<file path="src/rtl/fetch_queue.sv">
// fetch_queue: four-entry decoupling FIFO between instruction fetch and decode.
// Each entry carries an instruction word plus its branch-prediction metadata.
// Occupancy lives in a dedicated count register so that full and empty stay
// distinct even when the two pointers are equal. A flush from commit empties
// the queue in one cycle and leaves the stored data untouched.
module fetch_queue #(
  parameter int WIDTH = 31,  // MSB index of data/address words
  parameter int INDEX = 7,   // MSB index of the gshare GHR index
  parameter int PTR   = 1    // MSB index of the pointers; depth = 2^(PTR+1)
) (
  input  logic             clk,
  input  logic             globalReset,
  input  logic             flush,
  input  logic             pushValid,
  output logic             pushReady,
  input  logic [WIDTH:0]   instrIn,
  input  logic [WIDTH:0]   pcIn,
  input  logic [WIDTH:0]   predPCIn,
  input  logic             redirectIn,
  input  logic [INDEX:0]   ghrIn,
  input  logic [1:0]       phtIn,
  output logic             popValid,
  input  logic             popReady,
  output logic [WIDTH:0]   instrOut,
  output logic [WIDTH:0]   pcOut,
  output logic [WIDTH:0]   predPCOut,
  output logic             redirectOut,
  output logic [INDEX:0]   ghrOut,
  output logic [1:0]       phtOut,
  output logic [PTR+1:0]   count
);

  localparam int DEPTH = 1 << (PTR + 1);
  localparam logic [PTR+1:0] FULL_COUNT = (PTR + 2)'(DEPTH);
  localparam logic [PTR+1:0] CNT_ONE    = (PTR + 2)'(1);
  localparam logic [PTR:0]   PTR_ONE    = (PTR + 1)'(1);

  typedef struct packed {
    logic [WIDTH:0] instr;
    logic [WIDTH:0] pc;
    logic [WIDTH:0] pred_pc;
    logic           redirect;
    logic [INDEX:0] ghr;
    logic [1:0]     pht;
  } entry_t;

  entry_t          mem [DEPTH];
  logic [PTR:0]    wp;
  logic [PTR:0]    rp;
  logic [PTR+1:0]  count_q;

  logic   full;
  logic   empty;
  logic   push;
  logic   pop;
  entry_t push_entry;
  entry_t head;

  // Flags come from registered state only, so pushReady never depends on popReady.
  assign full      = (count_q == FULL_COUNT);
  assign empty     = (count_q == '0);
  assign pushReady = !full;
  assign popValid  = !empty;
  assign count     = count_q;

  // Handshakes that actually move data this cycle.
  assign push = pushValid && !full;
  assign pop  = popReady && !empty;

  assign push_entry = '{
    instr:    instrIn,
    pc:       pcIn,
    pred_pc:  predPCIn,
    redirect: redirectIn,
    ghr:      ghrIn,
    pht:      phtIn
  };

  // Head fields are read combinationally from the entry at the read pointer.
  assign head        = mem[rp];
  assign instrOut    = head.instr;
  assign pcOut       = head.pc;
  assign predPCOut   = head.pred_pc;
  assign redirectOut = head.redirect;
  assign ghrOut      = head.ghr;
  assign phtOut      = head.pht;

  // Entry storage: written on an accepted push, cleared only by reset.
  always_ff @(posedge clk or negedge globalReset) begin
    if (!globalReset) begin
      // NOTE: the array is reset so the head outputs read 0 after reset; this
      // forces flops instead of a RAM macro, which is fine for four entries.
      for (int i = 0; i < DEPTH; i++) begin
        mem[i] <= '0;
      end
    end else if (push && !flush) begin
      mem[wp] <= push_entry;
    end
  end

  // Pointers and occupancy; flush wins over any push or pop in the same cycle.
  always_ff @(posedge clk or negedge globalReset) begin
    if (!globalReset) begin
      // NOTE: state registers use non-blocking assignments so every flop
      // samples the values from before the edge, independent of block order.
      wp      <= '0;
      rp      <= '0;
      count_q <= '0;
    end else if (flush) begin
      wp      <= '0;
      rp      <= '0;
      count_q <= '0;
    end else begin
      if (push) begin
        wp <= wp + PTR_ONE;
      end
      if (pop) begin
        rp <= rp + PTR_ONE;
      end
      unique case ({push, pop})
        2'b10:   count_q <= count_q + CNT_ONE;
        2'b01:   count_q <= count_q - CNT_ONE;
        default: count_q <= count_q;
      endcase
    end
  end

endmodule

</file>
<file path="config.mk">
export PLATFORM = sky130hd
export DESIGN_NAME = fetch_queue
export DESIGN_NICKNAME = d
export VERILOG_FILES = /design/src/rtl/fetch_queue.sv
export SDC_FILE = /design/constraint.sdc
export NUM_CORES = 1
export LEC_CHECK = 0
export BUFFER_PORTS_ARGS = -buffer_cell sky130_fd_sc_hd__buf_2
export CORE_MARGIN = 2
export CORE_UTILIZATION = 59
export CTS_CLUSTER_SIZE = 30
export DETAILED_ROUTE_END_ITERATION = 7
export GPL_TIMING_DRIVEN = 0
export PLACE_DENSITY = 0.8
export SLEW_MARGIN = 20
export SYNTH_ARGS = -nofsm -noshare
export SYNTH_HDL_FRONTEND = slang
export SYNTH_SLANG_ARGS = --single-unit
</file>
<file path="constraint.sdc">
create_clock -name clk -period 2.6 [get_ports clk]
set_input_delay 0.13 -clock clk [delete_from_list [all_inputs] [get_ports clk]]
set_output_delay 0.13 -clock clk [all_outputs]
set_load 0.02 [all_outputs]
</file>
======== After elaboration in Yosys (flattened, before gate mapping) ========
Index checks and enable logic that the tools add are counted.
storage, ports and cells
  output and inout port bits .............. 112
  flip-flop bits (word level) ............. 435
  bits of input ports ..................... 112
operators by class
  reduce and logical (&&, ||, !) cells .... 11
  eq/ne operators ......................... 3
  bitwise gates (word level) .............. 2
  add/subtract/negate cells ............... 4
  magnitude comparators ................... 3
  muxes and demuxes ....................... 12
operators by type and width
  cell                 count
  $bwmux 428           1
  $mux 107             3
  $bmux 107 s2         1
  $demux 107 s2        1
  $mux 2               4
  $ge 3x3->1 const B   2
  $not 2->3            2
  $pmux 3 s2           1
  $add 2x1->2 const B  2
  $logic_and 1x1->1    4
  $reduce_bool 2->1    2
  $add 3x1->3 const B  1
  $eq 3x3->1 const B   1
  $logic_not 1->1      3
  $logic_not 3->1      1
  $lt 3x1->1 const B   1
  $mux 3               1
  $reduce_bool 3->1    1
  $sub 3x1->3 const B  1
  $eq 2x1->1 const B   1
  $eq 2x2->1 const B   1

======== Longest topological paths before layout ========
Gate-level depths: netlist of run 1.
  depth after elaboration ................. 6
  mapped depth ............................ 7

======== Least setup slack after synthesis of run 1 ========
No wires, ideal clock.
  path type ............................... register to register
  from .................................... register count_q[2] (netlist: count[2])
  to ...................................... register count_q[2] (netlist: count[2])
  slack ................................... 0.390 ns
  required time ........................... 2.518 ns
  library setup time ...................... 0.082 ns
  data arrival time ....................... 2.128 ns
  cell stages (with the launch flop) ...... 8
  path buffers ............................ 1
  cell sequence ........................... dfrtp_1 -> clkbuf_1 -> o31ai_1 -> nor2_1 -> fa_1 -> nand2b_1 -> or4_1 -> a31oi_1
between the ends
  cells in the longest elaborated chain, start to end .. 6
RTL lines
  what                                                  line    text
  start, declared                                       50      logic [PTR+1:0] count_q;
  start signal, assigned                                121     2'b10: count_q <= count_q + CNT_ONE;
  start signal, assigned                                122     2'b01: count_q <= count_q - CNT_ONE;
  start signal, assigned                                123     default: count_q <= count_q;
  $eq 3x3->1 / $logic_not 3->1 (equally long branches)  60, 61
  $logic_not 1->1 (on tied branches)                    67, 68
  $logic_and 1x1->1 (on tied branches)                  67, 68
  $eq 2x1->1 / $eq 2x2->1 (equally long branches)       120     unique case ({push, pop})
  $pmux 3 s2                                            120
  $mux 3                                                109     end else if (flush) begin
Parallel ways exist; a longest one is shown, timed or not.
A chain may end at the register's enable or synchronous reset.

======== Final worst setup path of run 1 ========
  from .................................... register rp[1]
  to ...................................... output instrOut[10]
between the ends
  cells in the longest elaborated chain, start to end .. 4
RTL lines
  what                                          line  text
  start, declared                               49    logic [PTR:0] rp;
  start signal, assigned                        118   rp <= rp + PTR_ONE;
  $not 2->3 (not written as such)               80    assign head = mem[rp];
  $bmux 107 s2                                  80
  $mux 107 (not written as such) (2 in series)  80
  end, declared                                 24    output logic [WIDTH:0] instrOut,
No other way between the ends. The select of a mux whose other input is x is not followed.

==> out/results.txt, run 1 <==
Routed WL - 41400 um
Layout cells sized above 1 - 0.597
Multi-input logic area - 8070 um^2
Slowest-stage cell, CP - dfrtp_2
Initial antenna violation count - 1
Placed Cells - 1766
Syn_nets - 1214
Setup TNS - 0 ns
CP max stage delay - 0.51 ns
Max_cap viols - 0
Final worst path period need - 2.45 ns
Hold Violations, Final - 0
Area Growth Syn to Fin - 22.1%
CTS tree - built
PortBufs - 222
ANT nets after route - 0
Max VDD drop - 673 uV
Die Area - 34800 um^2
H-tree levels - 2
RSZ-0062 raised after global routing - no
CTS buffer count - 45
Synth Register Bits - 435
IO Pins - 224
Seq/Total Area, Yosys - 0.554
Die width - 186 um
Unique masters post-synth - 40
Crit. End Element - output port
Final Skew - 0.0164 ns
Register area - 10900 um^2
Highest clock rate - 409 MHz
Die extent in y - 186 um
Slack of the critical path - 0.152 ns
Aggregate global-route resource usage - 0.248
Largest net degree at the start of global routing - 84
First-pass GRT wire length - 68600 um
Fill cell count - 1957
Gpl congestion - 0.805
CP Launch Point - rp[1]$_DFFE_PN0P_
Hpwl dp - 26600 um
Cell Pwr Density - 951 nW/um^2
Crit Path Category - flop to output port
Clock latency at the later pin of the worst-skew pair - 0.53 ns
Clock slew at reported path FFs - 0.06 ns
CP most frequent cell - buf_2
Initial Util - 0.602
Commonest register cell after synthesis - dfrtp_1
Worst slew pin tran - 0.747 ns
Worst path arrival time - 2.32 ns
M2 GR Usage - 0.408
Max Root-Sink Buffers - 3
Met3 GRT Util - 0.0466
Max Slew Vio Count - 0
Status - completed
Syn Area/Cell - 17.9 um^2
Lkg Pwr - 0.0113 uW
Synthesized area - 19600 um^2
Worst setup SP type - flop
Vias in the first global route - 12400
Net count, final - 1598
Setup violators final - 0
Wire per inst - 21.2 um
Mapped Cells - 1097
Hold crit path type - input port to async pin
Final Util - 0.735
Worst-path fanout max - 10
CTS Sinks - 435
Clk root buf - clkbuf_16
Final Non-Filler Cells - 1953
FP Rows - 66
FFs w/ async S/R, synth - 1.00
Tcrit/Tclk final - 0.942
Dpl ws - 0.322 ns
Met1 usage in global routing - 0.343
DRT iter0 DRCs - 417
Vias/cell - 5.68
Routed vias - 11100
Worst path required time - 2.47 ns
Gr busiest metal - met2
Warnings from Yosys - 0
TritonRoute pass-1 iters - 4
Global route overflow - 0
Crit path cell chain - buf_2 -> buf_2 -> mux4_2 -> buf_2
DRC errors left - 0
Post-synth EDFFs - 0
Worst hold margin - 0.124 ns
Slew HR - 0.502
Core ar. - 32600 um^2
RR Startpoint - count[2]$_DFFE_PN0P_
cells by family after synthesis:
family | after synthesis | synth area share
DFF | 435 | 0.554
adders and majority gates | 5 | 0.00357
AOI/OAI and AO/OA | 16 | 0.00548
muxes | 535 | 0.391
and+or+nand+nor | 24 | 0.00968
buffers and inverters | 79 | 0.0347
xor gates and xnor gates | 3 | 0.00134
critical path: cells and delay by family (launching register included):
kind | cells | cell delay (ns)
buffers and inverters | 3 | 0.90
flip-flops | 1 | 0.51
multiplexers | 1 | 0.37
per-layer routing:
metal / up-vias / part of all wire
met5: - / 0
met4: 0 / 0.023
met3: 65 / 0.046
met2: 239 / 0.49
met1: 5909 / 0.44
li1: 4887 / -
cells in the final DEF (no fill, tap or decap), types with 2 or more instances in the layout:
cell,n
buf_2,235
buf_8,5
mux2_4,120
clkinv_2,9
buf_12,12
buf_4,30
a31oi_1,2
inv_1,3
dfrtp_1,434
mux2_2,308
buf_16,5
ha_1,4
nand3_1,4
dlygate4sd3_1,111
xor2_1,2
clkbuf_16,45
clkbuf_1,18
nand3_4,4
buf_6,2
clkbuf_8,13
o21ai_0,4
a21oi_1,2
nor2_1,7
mux4_2,107
stage by stage:
stage                     area (um^2)  power (uW)
after floorplan                 19600       14700
after global routing            24000       23900
after CTS                       24000       22900
after detailed placement        21500       16600
final                           24000       22800
after global placement          21300       16200
cell usage after synthesis, drive strengths merged (2+ instances only):
library cell | instances | area share
buf | 64 | 0.032
a31oi | 2 | 0.00064
xor2 | 2 | 0.00089
nand3 | 8 | 0.0046
o21ai | 4 | 0.0010
nor2b | 2 | 0.00076
clkbuf | 11 | 0.0021
dfrtp | 435 | 0.55
mux2 | 428 | 0.27
mux4 | 107 | 0.12
nor2 | 7 | 0.0013
a21oi | 2 | 0.00051
inv | 4 | 0.00089
ha | 4 | 0.0025
final cells by class:
cell class              count  share of cell area
well taps                 442              0.0231
plain buffers              74              0.0278
multi-input cells         583               0.337
clock buffers              66              0.0557
clock inverters            10             0.00313
diodes                      1            0.000104
flip-flops and latches    435               0.454
inverters                   4            0.000730
repair buffers            338              0.0988
state kept, by name (all words and copies together), names as in the netlist:
| register | count |
|---|---|
| mem | 428 |
| wp | 2 |
| count | 3 |
| rp | 2 |
where the power goes:
part / leakage [uW] / switching (uW) / total (uW) / internal [uW]
Combinational: 0.00514 / 2850 / 6680 / 3830
Clock: 0.000707 / 2530 / 6160 / 3630
Sequential: 0.00547 / 1090 / 9960 / 8870
Total: 0.0113 / 6470 / 22800 / 16300
worst paths after layout:
kind                            cells after the start                   end  slack, ns
worst max-delay path                                4          instrOut[10]       0.15
worst min-delay path                                2    mem[3]$_DFFE_PN0P_       0.12
worst max register to register                      7  count[2]$_DFFE_PN0P_       0.26
worst min register to register                      1  mem[122]$_DFFE_PN0P_       0.50
max in group asynchronous                           5  mem[269]$_DFFE_PN0P_       0.99
min in group clk                                    3  mem[324]$_DFFE_PN0P_       0.41
timing repair:
item / 4_1_cts / 5_1_grt
hold buffers: 111 / 0
setup buffers: 0 / 0
gates resized for setup: 2 / 1
endpoints found under the setup margin: 99 / 1
endpoints found under the hold margin: 651 / 0
Note: power is estimated with default switching activity, not from simulation.
==> run 2, diff against run 1 <==
==> constraint.sdc (replaced) <==
create_clock -name clk -period 2.6 [get_ports clk]
set_input_delay 0.52 -clock clk [delete_from_list [all_inputs] [get_ports clk]]
set_output_delay 0.52 -clock clk [all_outputs]
set_load 0.02 [all_outputs]
==> run 2 against run 1 <==
First-iteration DRC count is 0.72% lower. Cell count decreased by 5.0%. Flip-flop and latch count did not move. Setup slack got worse by 0.11 ns. Die area stayed put. Critical path type unchanged. Largest cell class unchanged.
==> out/results.txt, run 2 (same netlist as run 1, synthesis figures left out) <==
Fill cell count - 2056 (was 1957)
Pwr Total - 23000 uW (was 22800 uW)
Max Root-Sink Buffers - 3 (unchanged)
First-pass GRT wire length - 66200 um (was 68600 um)
Hold crit path type - input port to flop (was input port to async pin)
Die Area - 34800 um^2 (unchanged)
Met2 wire len - 20100 um (was 20500 um)
Top Layer Used - met5 (was met4)
Final instance area - 23300 um^2 (was 24000 um^2)
Max VDD drop - 696 uV (was 673 uV)
Final Skew - 0.0159 ns (was 0.0164 ns)
Worst slew pin tran - 0.464 ns (was 0.747 ns)
Routed WL - 40600 um (was 41400 um)
Tcrit/Tclk final - 0.984 (was 0.942)
Placed Area - 21500 um^2 (unchanged)
Hpwl dp - 26600 um (unchanged)
Register area - 10900 um^2 (about the same)
Hold Violations, Final - 0 (unchanged)
H-tree levels - 2 (unchanged)
Crit Path Category - flop to output port (unchanged)
Top reg by flops - mem (unchanged)
Initial antenna violation count - 5 (was 1)
TritonRoute pass-1 iters - 4 (unchanged)
Met3 Wirelength - 1990 um (was 1900 um)
Status - completed (unchanged)
Largest register FFs - 428 (unchanged)
Worst-path fanout max - 9 (was 10)
FP Rows - 66 (unchanged)
Layout cells sized above 1 - 0.653 (was 0.597)
RSZ-0062 raised after global routing - yes (was no)
PortBufs - 222 (unchanged)
Die width - 186 um (unchanged)
Highest clock rate - 391 MHz (was 409 MHz)
Commonest non-fill, non-tap cell in the layout - dfrtp_1 (unchanged)
DRC errors left - 0 (unchanged)
Wire per inst - 21.9 um (was 21.2 um)
Clock slew at reported path FFs - 0.06 ns (about the same)
Multi-input logic area - 8070 um^2 (unchanged)
Vias/cell - 5.76 (was 5.68)
DRT iter0 DRCs - 414 (was 417)
Worst setup SP type - flop (unchanged)
Dpl ws - -0.0525 ns (was 0.322 ns)
Area Growth Syn to Fin - 18.6% (was 22.1%)
Worst path required time - 2.08 ns (was 2.47 ns)
Die extent in y - 186 um (unchanged)
Clock latency at the later pin of the worst-skew pair - 0.53 ns (about the same)
Global route overflow - 0 (unchanged)
Most frequent cells in the layout - dfrtp_1 (433), mux2_2 (308), buf_2 (215), mux2_4 (120), mux4_2 (107) (was dfrtp_1 (434), mux2_2 (308), buf_2 (235), mux2_4 (120), dlygate4sd3_1 (111))
Largest net degree at the start of global routing - 84 (unchanged)
Metal-1 WL - 17700 um (was 18100 um)
Routed vias - 10700 (was 11100)
Initial Util - 0.602 (unchanged)
Clk root buf - clkbuf_16 (unchanged)
CTS Sinks - 435 (unchanged)
Aggregate global-route resource usage - 0.240 (was 0.248)
ANT nets after route - 0 (unchanged)
Max Slew Vio Count - 0 (unchanged)
Core ar. - 32600 um^2 (unchanged)
IO Pins - 224 (unchanged)
Slack of the critical path - 0.0414 ns (was 0.152 ns)
Cell Pwr Density - 986 nW/um^2 (was 951 nW/um^2)
Worst hold margin - 0.259 ns (was 0.124 ns)
Final worst path period need - 2.56 ns (was 2.45 ns)
Max_cap viols - 0 (unchanged)
Setup violators final - 0 (unchanged)
Worst path arrival time - 2.04 ns (was 2.32 ns)
Net count, final - 1499 (was 1598)
Lkg Pwr - 0.0110 uW (was 0.0113 uW)
CTS buffer count - 45 (unchanged)
CTS tree - built (unchanged)
Crit. End Element - output port (unchanged)
Vias in the first global route - 11800 (was 12400)
Gpl congestion - 0.805 (unchanged)
Slew HR - 0.691 (was 0.502)
==> run 2: cell count changes in the layout (fill, tap and decap cells not counted) <==
cell / delta
buf_1: -1
dfrtp_1: -1
clkbuf_16: +5
dfrtp_2: +1
clkbuf_4: -1
buf_6: +12
buf_4: +5
buf_2: -20
diode_2: +1
buf_12: +10
buf_8: +1
clkbuf_1: -7
dlygate4sd3_1: -110
clkbuf_2: +7
==> run 2: metal layers <==
layer	global-route usage	vias to the layer above
met4	0.0543	6
met5	0	-
met3	0.0502	63
met2	0.396	209
li1	-	4690
met1	0.335	5719
==> run 2: critical path, cell delays in order, from the launching register on <==
cell and delay (ns):
dfrtp_2 0.40, buf_8 0.16, buf_12 0.12, buf_12 0.13, mux4_2 0.51, buf_2 0.18
==> run 2: power by group <==
part	internal [uW]	leakage, uW	total (uW)	switching (uW)
Clock	3630	0.000707	6150	2520
Combinational	4000	0.00485	6880	2880
Sequential	8870	0.00546	9950	1070
Total	16500	0.0110	23000	6470
==> run 2: timing repair <==
action | in CTS | in global routing
resized for setup | 51 | 22
hold buffers | 1 | 0
hold endpoints to repair | 52 | 0
setup buffers | 5 | 1
endpoints found under the setup margin | 107 | 67
gates cloned | 1 | 5
==> run 2: cell type report <==
class,instances,area share
plain buffers,74,0.0349
inverters,4,0.000752
clock inverters,10,0.00322
clock buffers,66,0.0573
repair buffers,239,0.0658
well taps,442,0.0237
flip-flops and latches,435,0.467
diodes,2,0.000215
multi-input cells,583,0.347
==> run 2: final timing paths <==
check	slack, ns	startpoint	cells after the start	to
setup / recovery	0.04	rp[0]$_DFFE_PN0P_	5	instrOut[17]
max in group asynchronous	0.62	globalReset	5	mem[390]$_DFFE_PN0P_
setup reg to reg	0.29	count[2]$_DFFE_PN0P_	7	count[2]$_DFFE_PN0P_
min in group asynchronous	0.50	globalReset	2	mem[105]$_DFFE_PN0P_
hold / removal	0.26	predPCIn[1]	2	mem[119]$_DFFE_PN0P_
hold reg to reg	0.50	mem[37]$_DFFE_PN0P_	1	mem[37]$_DFFE_PN0P_
==> run 2: metrics by stage <==
stage	instances	setup TNS [ns]	utilization
6_report	1855	0	0.714
2_1_floorplan	1097	0	-
4_1_cts	1848	0	0.709
3_5_place_dp	1766	-0.399	0.658
5_1_grt	1853	-0.284	0.714
3_3_place_gp	1761	-3194.63	0.653
==> run 3, diff against run 2 <==
CORE_MARGIN = 5   (was 2)
CORE_UTILIZATION = 40   (was 59)
PLACE_DENSITY = unset   (was 0.8)
REMOVE_ABC_BUFFERS = 1   (was unset)
==> run 3 against run 2 <==
The flow now finishes with violations (negative setup slack). Combinational power is 2% higher. Non-clock buffer count is 53 lower. Via count is 1.8% lower. Flip-flop and latch count stayed put. Clock power is 20% higher. Setup slack worse by 0.074 ns. Sequential share of layout area is 0.84 points lower. Largest cell class unchanged. Largest power group unchanged.
==> out/results.txt, run 3 (same netlist as run 1, synthesis figures left out) <==
Initial antenna violation count - 8 (was 5)
Final worst path period need - 2.63 ns (was 2.56 ns)
H-tree levels - 2 (unchanged)
Clock slew at reported path FFs - 0.06 ns (about the same)
Final Skew - 0.0136 ns (was 0.0159 ns)
FP Rows - 81 (was 66)
Worst setup SP type - flop (unchanged)
ANT nets after route - 0 (unchanged)
IO Pins - 224 (unchanged)
Clock latency at the later pin of the worst-skew pair - 0.58 ns (was 0.53 ns)
RSZ-0062 raised after global routing - yes (unchanged)
Routed vias - 10500 (was 10700)
Largest register FFs - 428 (unchanged)
Tcrit/Tclk final - 1.01 (was 0.984)
Crit. End Element - output port (unchanged)
Met1 usage in global routing - 0.224 (was 0.335)
Final instance area - 23700 um^2 (was 23300 um^2)
Commonest non-fill, non-tap cell in the layout - dfrtp_1 (unchanged)
Placed Area - 21500 um^2 (about the same)
WP buf/inv - 3 (was 4)
DRT iter0 DRCs - 479 (was 414)
Worst hold margin - 0.220 ns (was 0.259 ns)
Worst path required time - 2.08 ns (about the same)
Dpl ws - -0.457 ns (was -0.0525 ns)
Vias/cell - 5.14 (was 5.76)
Hold Violations, Final - 0 (unchanged)
First-pass GRT wire length - 69900 um (was 66200 um)
Slew HR - 0.500 (was 0.691)
Aggregate global-route resource usage - 0.166 (was 0.240)
Die width - 232 um (was 186 um)
Pwr Total - 24300 uW (was 23000 uW)
Wire per inst - 21.8 um (was 21.9 um)
Max Slew Vio Count - 0 (unchanged)
TritonRoute pass-1 iters - 4 (unchanged)
Area Growth Syn to Fin - 20.8% (was 18.6%)
Lkg Pwr - 0.0110 uW (about the same)
Global route overflow - 0 (unchanged)
CP most frequent cell - buf_16 (was buf_12)
Hpwl dp - 26200 um (was 26600 um)
Setup violators final - 54 (was 0)
Max VDD drop - 579 uV (was 696 uV)
Cell Pwr Density - 1020 nW/um^2 (was 986 nW/um^2)
Highest clock rate - 380 MHz (was 391 MHz)
CP max stage delay - 0.53 ns (was 0.51 ns)
CTS buffer count - 50 (was 45)
Crit Path Category - flop to output port (unchanged)
Initial Util - 0.403 (was 0.602)
Worst slew pin tran - 0.746 ns (was 0.464 ns)
Vias in the first global route - 11600 (was 11800)
Worst path top cell family by delay - buffers and inverters (unchanged)
Routed WL - 44500 um (was 40600 um)
Most frequent cells in the layout - dfrtp_1 (433), mux2_2 (308), buf_2 (191), mux2_4 (120), mux4_2 (107) (was dfrtp_1 (433), mux2_2 (308), buf_2 (215), mux2_4 (120), mux4_2 (107))
Max Root-Sink Buffers - 3 (unchanged)
Worst-path fanout max - 12 (was 9)
Net count, final - 1454 (was 1499)
Gr busiest metal - met2 (unchanged)
Met3 GRT Util - 0.0468 (was 0.0502)
Die extent in y - 232 um (was 186 um)
Status - finished with violations (was completed)
Failing checks - negative setup slack
Max_cap viols - 0 (unchanged)
M2 GR Usage - 0.268 (was 0.396)
Slowest-stage cell, CP - mux4_2 (unchanged)
Slack of the critical path - -0.0328 ns (was 0.0414 ns)
CTS tree - built (unchanged)
Largest net degree at the start of global routing - 99 (was 84)
PortBufs - 223 (was 222)
Top reg by flops - mem (unchanged)
Worst path arrival time - 2.11 ns (was 2.04 ns)
Clk root buf - clkbuf_16 (unchanged)
DRC errors left - 0 (unchanged)
Die Area - 53600 um^2 (was 34800 um^2)
Gpl congestion - 0.730 (was 0.805)
Core ar. - 48700 um^2 (was 32600 um^2)
CTS Sinks - 435 (unchanged)
Layout cells sized above 1 - 0.644 (was 0.653)
Hold crit path type - input port to flop (unchanged)
Crit path cell chain - buf_16 -> buf_16 -> mux4_2 -> buf_2 (was buf_8 -> buf_12 -> buf_12 -> mux4_2 -> buf_2)
## run 3: changes by cell type in the layout (fill, tap and decap cells not counted), sizes merged
cell      delta
buf         -41
bufbuf       +1
bufinv       +4
clkbuf       -1
clkinv       -5
clkinvlp     +2
diode        +1
nand3        +3
## run 3: timing repair
| item | 4_1_cts | 5_1_grt |
|---|---|---|
| hold buffers | 1 | 0 |
| resized for setup | 41 | 30 |
| setup endpoints to repair | 133 | 122 |
| gates cloned | 5 | 4 |
| endpoints found under the hold margin | 81 | 0 |
| pin swaps | 1 | 2 |
| buffers inserted | 7 | 1 |
## run 3: worst paths after layout
path,depth (start not counted),start,endpoint,slack (ns)
setup / recovery,4,rp[0]$_DFFE_PN0P_,predPCOut[1],-0.03
hold reg to reg,1,mem[8]$_DFFE_PN0P_,mem[8]$_DFFE_PN0P_,0.50
setup reg to reg,7,count[1]$_DFFE_PN0P_,mem[116]$_DFFE_PN0P_,0.18
min in group asynchronous,2,globalReset,mem[85]$_DFFE_PN0P_,0.55
hold / removal,2,instrIn[31],mem[320]$_DFFE_PN0P_,0.22
max in group asynchronous,4,globalReset,rp[1]$_DFFE_PN0P_,0.61
## run 3: cell type report
class | instances | area, um^2
inverter | 4 | 17.5
antenna | 3 | 7.51
clock buffer | 78 | 1560
multi-input combinational | 586 | 8100
sequential | 435 | 10900
tap | 664 | 831
timing repair buffer | 260 | 2130
clock inverter | 11 | 185
fill | 4156 | 25000
## run 3: routing by layer
layer  up-vias  share of wire
li1       4611              -
met1      5624           0.44
met2       187           0.48
met3        63          0.060
met4        10          0.018
met5         -         0.0016
## run 3: worst reg2reg max path, stage by stage, from the launching register on
cell	delay, ns
dfrtp_1	0.54
nor3b_4	0.32
inv_4	0.15
nand3_4	0.11
buf_12	0.23
buf_12	0.28
buf_12	0.29
mux2_2	0.39
## run 3: report_power, final
part           internal [uW]  total (uW)  switching (uW)
combinational           4120        7020            2900
sequential              8870        9910            1040
clock                   4590        7350            2760
total                  17600       24300            6700
## run 3: stage by stage
step | util | TNS (ns) | std cells
3_5_place_dp | 0.440 | -26.55 | 1931
5_1_grt | 0.487 | -8.61 | 2038
6_report | 0.487 | -0.552 | 2041
3_3_place_gp | 0.429 | -4492.61 | 1909
4_1_cts | 0.483 | -7.25 | 2033
2_1_floorplan | - | -311.34 | 1022
